**config.mk**
```make
export PLATFORM = sky130hd
export DESIGN_NAME = gray_counter
export DESIGN_NICKNAME = d
export VERILOG_FILES = /design/src/rtl/gray_counter.sv
export SDC_FILE = /design/constraint.sdc
export NUM_CORES = 1
export LEC_CHECK = 0
export CORE_MARGIN = 1.5
export CORE_UTILIZATION = 38
export CTS_CLUSTER_DIAMETER = 60
export DETAILED_ROUTE_END_ITERATION = 8
export GPL_ROUTABILITY_DRIVEN = 1
export PLACE_DENSITY = 0.7
export SETUP_SLACK_MARGIN = 0.2
export SYNTH_ARGS = -nofsm -noshare
export SYNTH_HDL_FRONTEND = slang
export SYNTH_SLANG_ARGS = --single-unit
```
**constraint.sdc**
```tcl
create_clock -name clk -period 1.8 [get_ports clk]
set_clock_uncertainty 0.2 [all_clocks]
set_input_delay 0.45 -clock clk [delete_from_list [all_inputs] [get_ports clk]]
set_output_delay 0.45 -clock clk [all_outputs]
set_load 0.02 [all_outputs]
```
**src/rtl/gray_counter.sv**
```systemverilog
// Up/down binary counter that also presents its count in Gray code, and can be loaded from a Gray value.
// Define GRAY_CNT_SAT_EN to make the counter stop at its end values instead of wrapping.
module gray_counter #(
    parameter int              WIDTH   = 4,
    parameter logic [WIDTH-1:0] RST_VAL = {WIDTH{1'b0}}
) (
    input  logic             clk,
    input  logic             rst,
    input  logic             en,
    input  logic             up_dn,
    input  logic             load,
    input  logic [WIDTH-1:0] load_gray,
    output logic [WIDTH-1:0] bin_out,
    output logic [WIDTH-1:0] gray_out,
    output logic             tc,
    output logic             wrap
);

    localparam logic [WIDTH-1:0] ZERO_VAL = {WIDTH{1'b0}};
    localparam logic [WIDTH-1:0] ONE_VAL  = {{(WIDTH-1){1'b0}}, 1'b1};
    localparam logic [WIDTH-1:0] MAX_VAL  = {WIDTH{1'b1}};

    function automatic logic [WIDTH-1:0] bin_to_gray(input logic [WIDTH-1:0] b);
        return b ^ (b >> 1);
    endfunction

    // Each binary bit is the XOR of all Gray bits at or above its position.
    function automatic logic [WIDTH-1:0] gray_to_bin(input logic [WIDTH-1:0] g);
        logic [WIDTH-1:0] b;
        b = g;
        for (int i = WIDTH - 2; i >= 0; i--) begin
            b[i] = b[i+1] ^ g[i];
        end
        return b;
    endfunction

    logic [WIDTH-1:0] bin_r;
    logic [WIDTH-1:0] gray_r;
    logic             wrap_r;
    logic             tc_s;
    logic [WIDTH-1:0] step_s;
    logic [WIDTH-1:0] bin_next_s;
    logic [WIDTH-1:0] gray_next_s;
    logic             wrap_next_s;

    // Terminal count: the next step in the requested direction would wrap.
    always_comb begin
        tc_s = 1'b0;
        if (up_dn) begin
            tc_s = (bin_r == MAX_VAL);
        end else begin
            tc_s = (bin_r == ZERO_VAL);
        end
    end

    // Value reached by one count step; saturating builds stay put at the end values.
    always_comb begin
        step_s = bin_r;
`ifdef GRAY_CNT_SAT_EN
        if (tc_s) begin
            step_s = bin_r;
        end else if (up_dn) begin
            step_s = bin_r + ONE_VAL;
        end else begin
            step_s = bin_r - ONE_VAL;
        end
`else
        if (up_dn) begin
            step_s = bin_r + ONE_VAL;
        end else begin
            step_s = bin_r - ONE_VAL;
        end
`endif
    end

    // Next-state selection with priority load > en > hold.
    always_comb begin
        bin_next_s  = bin_r;
        gray_next_s = gray_r;
        wrap_next_s = 1'b0;
        case ({load, en})
            2'b10, 2'b11: begin
                bin_next_s  = gray_to_bin(load_gray);
                gray_next_s = load_gray;
                wrap_next_s = 1'b0;
            end
            2'b01: begin
                bin_next_s  = step_s;
                gray_next_s = bin_to_gray(step_s);
                wrap_next_s = tc_s;
            end
            2'b00: begin
                bin_next_s  = bin_r;
                gray_next_s = gray_r;
                wrap_next_s = 1'b0;
            end
            default: begin
                bin_next_s  = bin_r;
                gray_next_s = gray_r;
                wrap_next_s = 1'b0;
            end
        endcase
    end

    // State registers with synchronous reset.
    always_ff @(posedge clk) begin
        if (rst) begin
            bin_r  <= RST_VAL;
            gray_r <= bin_to_gray(RST_VAL);
            wrap_r <= 1'b0;
        end else begin
            bin_r  <= bin_next_s;
            gray_r <= gray_next_s;
            wrap_r <= wrap_next_s;
        end
    end

    assign bin_out  = bin_r;
    assign gray_out = gray_r;
    assign wrap     = wrap_r;
    assign tc       = tc_s;

endmodule
```
# ---- Word level (Yosys, flattened, before mapping)
# Index checks and enable logic that the tools add are counted.
dict set report totals {
  in_bits 9
  reg_bits 9
  out_inout_bits 10
  elab_cells 22
}
dict set report op_classes {
  mux 5
  add_sub_neg 2
  n_bitwise 4
  reduce_logical 4
  n_eq_ne 4
}
# cell n
set op_table {}
lappend op_table {{4-bit one-hot mux with 2 select lines} 2}
lappend op_table {{4-bit by 1-bit adder with 4-bit output, second input constant} 1}
lappend op_table {{2-bit == test, second input constant} 2}
lappend op_table {{4-bit == test, second input constant} 1}
lappend op_table {{4-bit logical NOT} 1}
lappend op_table {{4-bit two-way mux} 1}
lappend op_table {{4-bit by 1-bit subtractor with 4-bit output, second input constant} 1}
lappend op_table {{4-bit by 3-bit XOR with 4-bit output} 1}
lappend op_table {{3-bit OR reduction} 1}
lappend op_table {{1-bit XOR} 3}
lappend op_table {{2-bit by 1-bit == test with 1-bit output, second input constant} 1}
lappend op_table {{2-bit logical NOT} 1}
lappend op_table {{1-bit one-hot mux with 2 select lines} 1}
lappend op_table {{2-bit OR reduction} 1}
lappend op_table {{1-bit two-way mux} 1}

# ---- Logic depth before layout (Yosys ltp)
dict set report logic_depth {
  word_depth 4
  mapped_depth 7
  mapped_depth_nobuf 6
}

# ---- Worst setup path before layout
# OpenSTA, ideal clock, no wires.
dict set report synth_path {
  path_type {register -> register}
  from {reg bin_r[0], in the netlist bin_out[0]}
  to {reg gray_r[2], in the netlist gray_out[2]}
  stages_incl_launch_ff 7
  setup_slack_ns -0.233
  t_arrival_ns 1.745
  setup_time_ns 0.088
  period_less_slack_ns 2.033
  n_path_buf 1
  required_ns 1.512
  path_cell_list {dfxtp_1 -> buf_4 -> inv_1 -> fa_1 -> xor2_1 -> o2111ai_1 -> a311oi_2}
}
dict set report synth_between {
  elab_chain_len 4
  word_cells_on_any_way 5
  cone_classes {add/sub (2); mux (2); bitwise (1)}
}
# element line
set synth_rtl {}
lappend synth_rtl {{start, declared} 37} ;# logic [WIDTH-1:0] bin_r;
lappend synth_rtl {{start signal, assigned} 112} ;# bin_r <= bin_next_s;
lappend synth_rtl {{4-bit by 1-bit subtractor with 4-bit output / 4-bit by 1-bit adder with 4-bit output (equally long branches)} {71, 69}}
lappend synth_rtl {{4-bit two-way mux *} 68} ;# if (up_dn) begin
lappend synth_rtl {{4-bit by 3-bit XOR with 4-bit output *} 24} ;# return b ^ (b >> 1);
lappend synth_rtl {{4-bit one-hot mux with 2 select lines *} 81} ;# case ({load, en})
lappend synth_rtl {{end signal, assigned} 109} ;# gray_r <= bin_to_gray(RST_VAL);
lappend synth_rtl {{end signal, assigned} 113} ;# gray_r <= gray_next_s;
lappend synth_rtl {{end, declared} 38} ;# logic [WIDTH-1:0] gray_r;
# Every way passes the cells marked *; elsewhere a longest branch is shown, timed or not.
# A chain may end at the register's enable or synchronous reset.

# ---- Final worst setup path
dict set report layout_path {
  from {reg bin_r[2], in the netlist bin_out[2]}
  to {reg gray_r[2], in the netlist gray_out[2]}
}
# The elaborated chain is that of the path after synthesis.

==> results.py <==
metrics = {
    "run_status": {
        "run_status": "finished with violations",
        "failed_checks": "setup timing",
    },
    "placement": {
        "pre_cts_ws_ps": -801.6,
        "port-buffer-count": 18,
        "place.detailed.hpwl_um": 1107,
        "gp_congestion": 0.8130,
    },
    "timing": {
        "fin_crit_sh_pct": 101.7,
        "rsz0062_at_grt": "true",
        "slew_headroom_pct": 74.46,
        "slew_violations": 0,
        "hold_viol_final": 0,
        "tightest_slew_ps": 381.8,
        "setup_ws_ps": -30.65,
        "final-setup-viol-count": 3,
        "finalCriticalPeriod_ps": 1831,
        "fmax_mhz": 546.3,
    },
    "detailed_routing": {
        "first_iter_violations": 9,
        "dr.pass1.iters": 4,
        "wl_um": 1643,
        "drc_errors": 0,
        "detail-route-antenna-nets": 0,
        "via_per_inst": 5.008,
        "vias": 626,
        "routedWlPerCell_um": 13.14,
    },
    "cells_and_area": {
        "area_delta_synth_final_pct": 67.89,
        "post-route-util_pct": 68.19,
        "final_nets": 125,
        "fillers": 126,
        "drive_gt1_share_pct": 49.54,
        "n_antenna_cell": 0,
    },
    "critical_path": {
        "endpoint_kind": "register",
        "cp_data_required_time_ps": 1780,
        "crit_arrival_ps": 1810,
        "criticalPathCategory": "reg2reg",
        "worst-path-max-fanout": 3,
        "startpoint_type": "register",
    },
    "floorplanning": {
        "ios": 19,
        "core_sq_mm": 0.001506,
        "fp.dieArea_sq_mm": 0.001860,
        "row_count": 14,
        "fp.dieW_um": 43.13,
        "start_util_pct": 40.61,
        "die_h_um": 43.13,
    },
    "logic_synthesis": {
        "ys_top_cells_by_area": "dfxtp_1 26%, ha_1 10%, xor2_1 5.7%",
        "synth_common_cells": "8 x dfxtp_1, 7 x inv_1, 7 x nand2_1",
        "synth.most_common_cell": "dfxtp_1",
        "syn_nets": 85,
        "ys_seq_elements": 8,
        "ys_warn_count": 0,
        "avgSynthCellArea_sq_um": 8.741,
        "ys_seq_area_share_pct": 26.18,
        "synth-edff-count": 0,
        "ys_async_sr_fraction_pct": 0,
        "synth.largest_area_cell": "dfxtp_1",
        "synth_cell_types": 25,
        "yosysTopAreaCellShare_pct": 26.18,
        "synth_ff_type": "dfxtp_1",
        "syn_area_sq_um": 611.8,
        "synthCells": 70,
    },
    "grt": {
        "grt_first_pass_wirelength_um": 2511,
        "antenna_found_initial": 0,
        "grt_pass1_vias": 580,
        "grt.total_usage_pct": 18.40,
        "grt_max_degree": 9,
        "grt_overflow": 0,
    },
    "min_path": {
        "worstHoldPathType": "reg2reg",
    },
    "clock_tree": {
        "cts_tree": "yes",
        "path_clk_slew_ps": 70,
        "htreeDepth": 1,
        "cts-buffers-inserted": 3,
        "cts_sinks": 8,
        "cts-root-buf": "clkbuf_4",
        "clockBufferDepth": 2,
        "hold_buffers": 0,
        "clk_latency_ps": 260,
    },
    "power_and_ir_drop": {
        "leakage_uw": 0.0004680,
        "total_power_uw": 720.8,
        "ir_drop_v": 0.0003541,
        "powerDensity_mw_per_mm2": 701.7,
    },
    "flow_run": {
        "drv_cap": 0,
    },
}
stage by stage:
step                      std cells  hold WS (ps)  TNS [ps]  area, sq um
after floorplan                  70         327.4         0        674.4
after global placement          117         272.3     -5037        953.4
after detailed placement        117         284.5     -5242        953.4
after CTS                       123         290.6    -24.86        987.2
after global routing            125         330.2    -248.2         1027
final                           125         293.4    -39.44         1027
cell usage in the layout (no fill, tap or decap), types with 2 or more instances in the layout:
cell type	count
a211oi_2	2
a21oi_1	5
buf_2	5
buf_4	19
buf_6	5
clkbuf_4	3
clkdlybuf4s15_1	2
clkdlybuf4s50_1	2
dfxtp_1	4
dfxtp_2	3
dlygate4sd2_1	6
ha_2	2
ha_4	2
inv_1	2
inv_2	2
inv_4	2
nand2_1	7
nand4_1	2
nor2_1	6
o2111ai_1	2
o211ai_1	2
xnor2_1	2
xor2_1	3
state kept, by name (all words and copies together) (netlist names):
register,cells
wrap,1
gray_out,3
bin_out,4
power by group:
group / total (uW) / internal, uW / leakage [uW] / switching, uW
logic: 343 / 177 / 0.000385 / 167
registers: 214 / 198 / 0.0000678 / 15.9
clock network: 163 / 85.7 / 0.0000150 / 77.6
total: 721 / 461 / 0.000468 / 260
area by class of cell:
cell class	instances	area [sq um]	share of cell area [%]
tap	16	20.02	1.949
multi-input combinational	50	447.9	43.61
inverter	7	43.79	4.263
clock buffer	4	26.28	2.558
timing repair buffer	40	321.6	31.30
sequential	8	167.7	16.32
path summary, 6_finish.rpt:
path,start,end,slack [ps],cells past startpoint
max reg2reg,bin_out[2],gray_out[2],-30,6
min,gray_out[0],gray_out[0],290,2
max,bin_out[2],gray_out[2],-30,6
min reg2reg,gray_out[0],gray_out[0],290,2
critical path: stages (launching register included):
cell and delay (ps):
dfxtp_2 340, buf_6 120, ha_4 280, a21oi_2 70, a211o_1 330, a31o_1 240, a311oi_2 180
routing by layer:
layer  track usage, %  part of all wire (%)
met4            12.12                   2.1
met2            29.25                    52
met1            23.51                    42
met3            1.277                   3.8
met5                0                     0
cells by family (layout without fill, tap and decap cells):
| group | Yosys count | in the layout | synth area share, % |
|---|---|---|---|
| multiplexers | 1 | 1 | 1.636 |
| AND/OR/NAND/NOR | 19 | 19 | 13.50 |
| AO/OA/AOI/OAI | 17 | 17 | 20.04 |
| XOR/XNOR | 7 | 7 | 12.27 |
| flip-flops | 8 | 8 | 26.18 |
| adder cells (fa/ha/maj) | 6 | 6 | 13.50 |
| buffers and inverters | 12 | 51 | 12.88 |
what timing repair did:
| action | CTS | global route |
|---|---|---|
| setup endpoints to repair | 17 | 9 |
| gates cloned | 0 | 0 |
| pin swaps | 13 | 14 |
| resized for setup | 50 | 12 |
| setup buffers | 2 | 2 |
(Power assumes the default switching activity.)
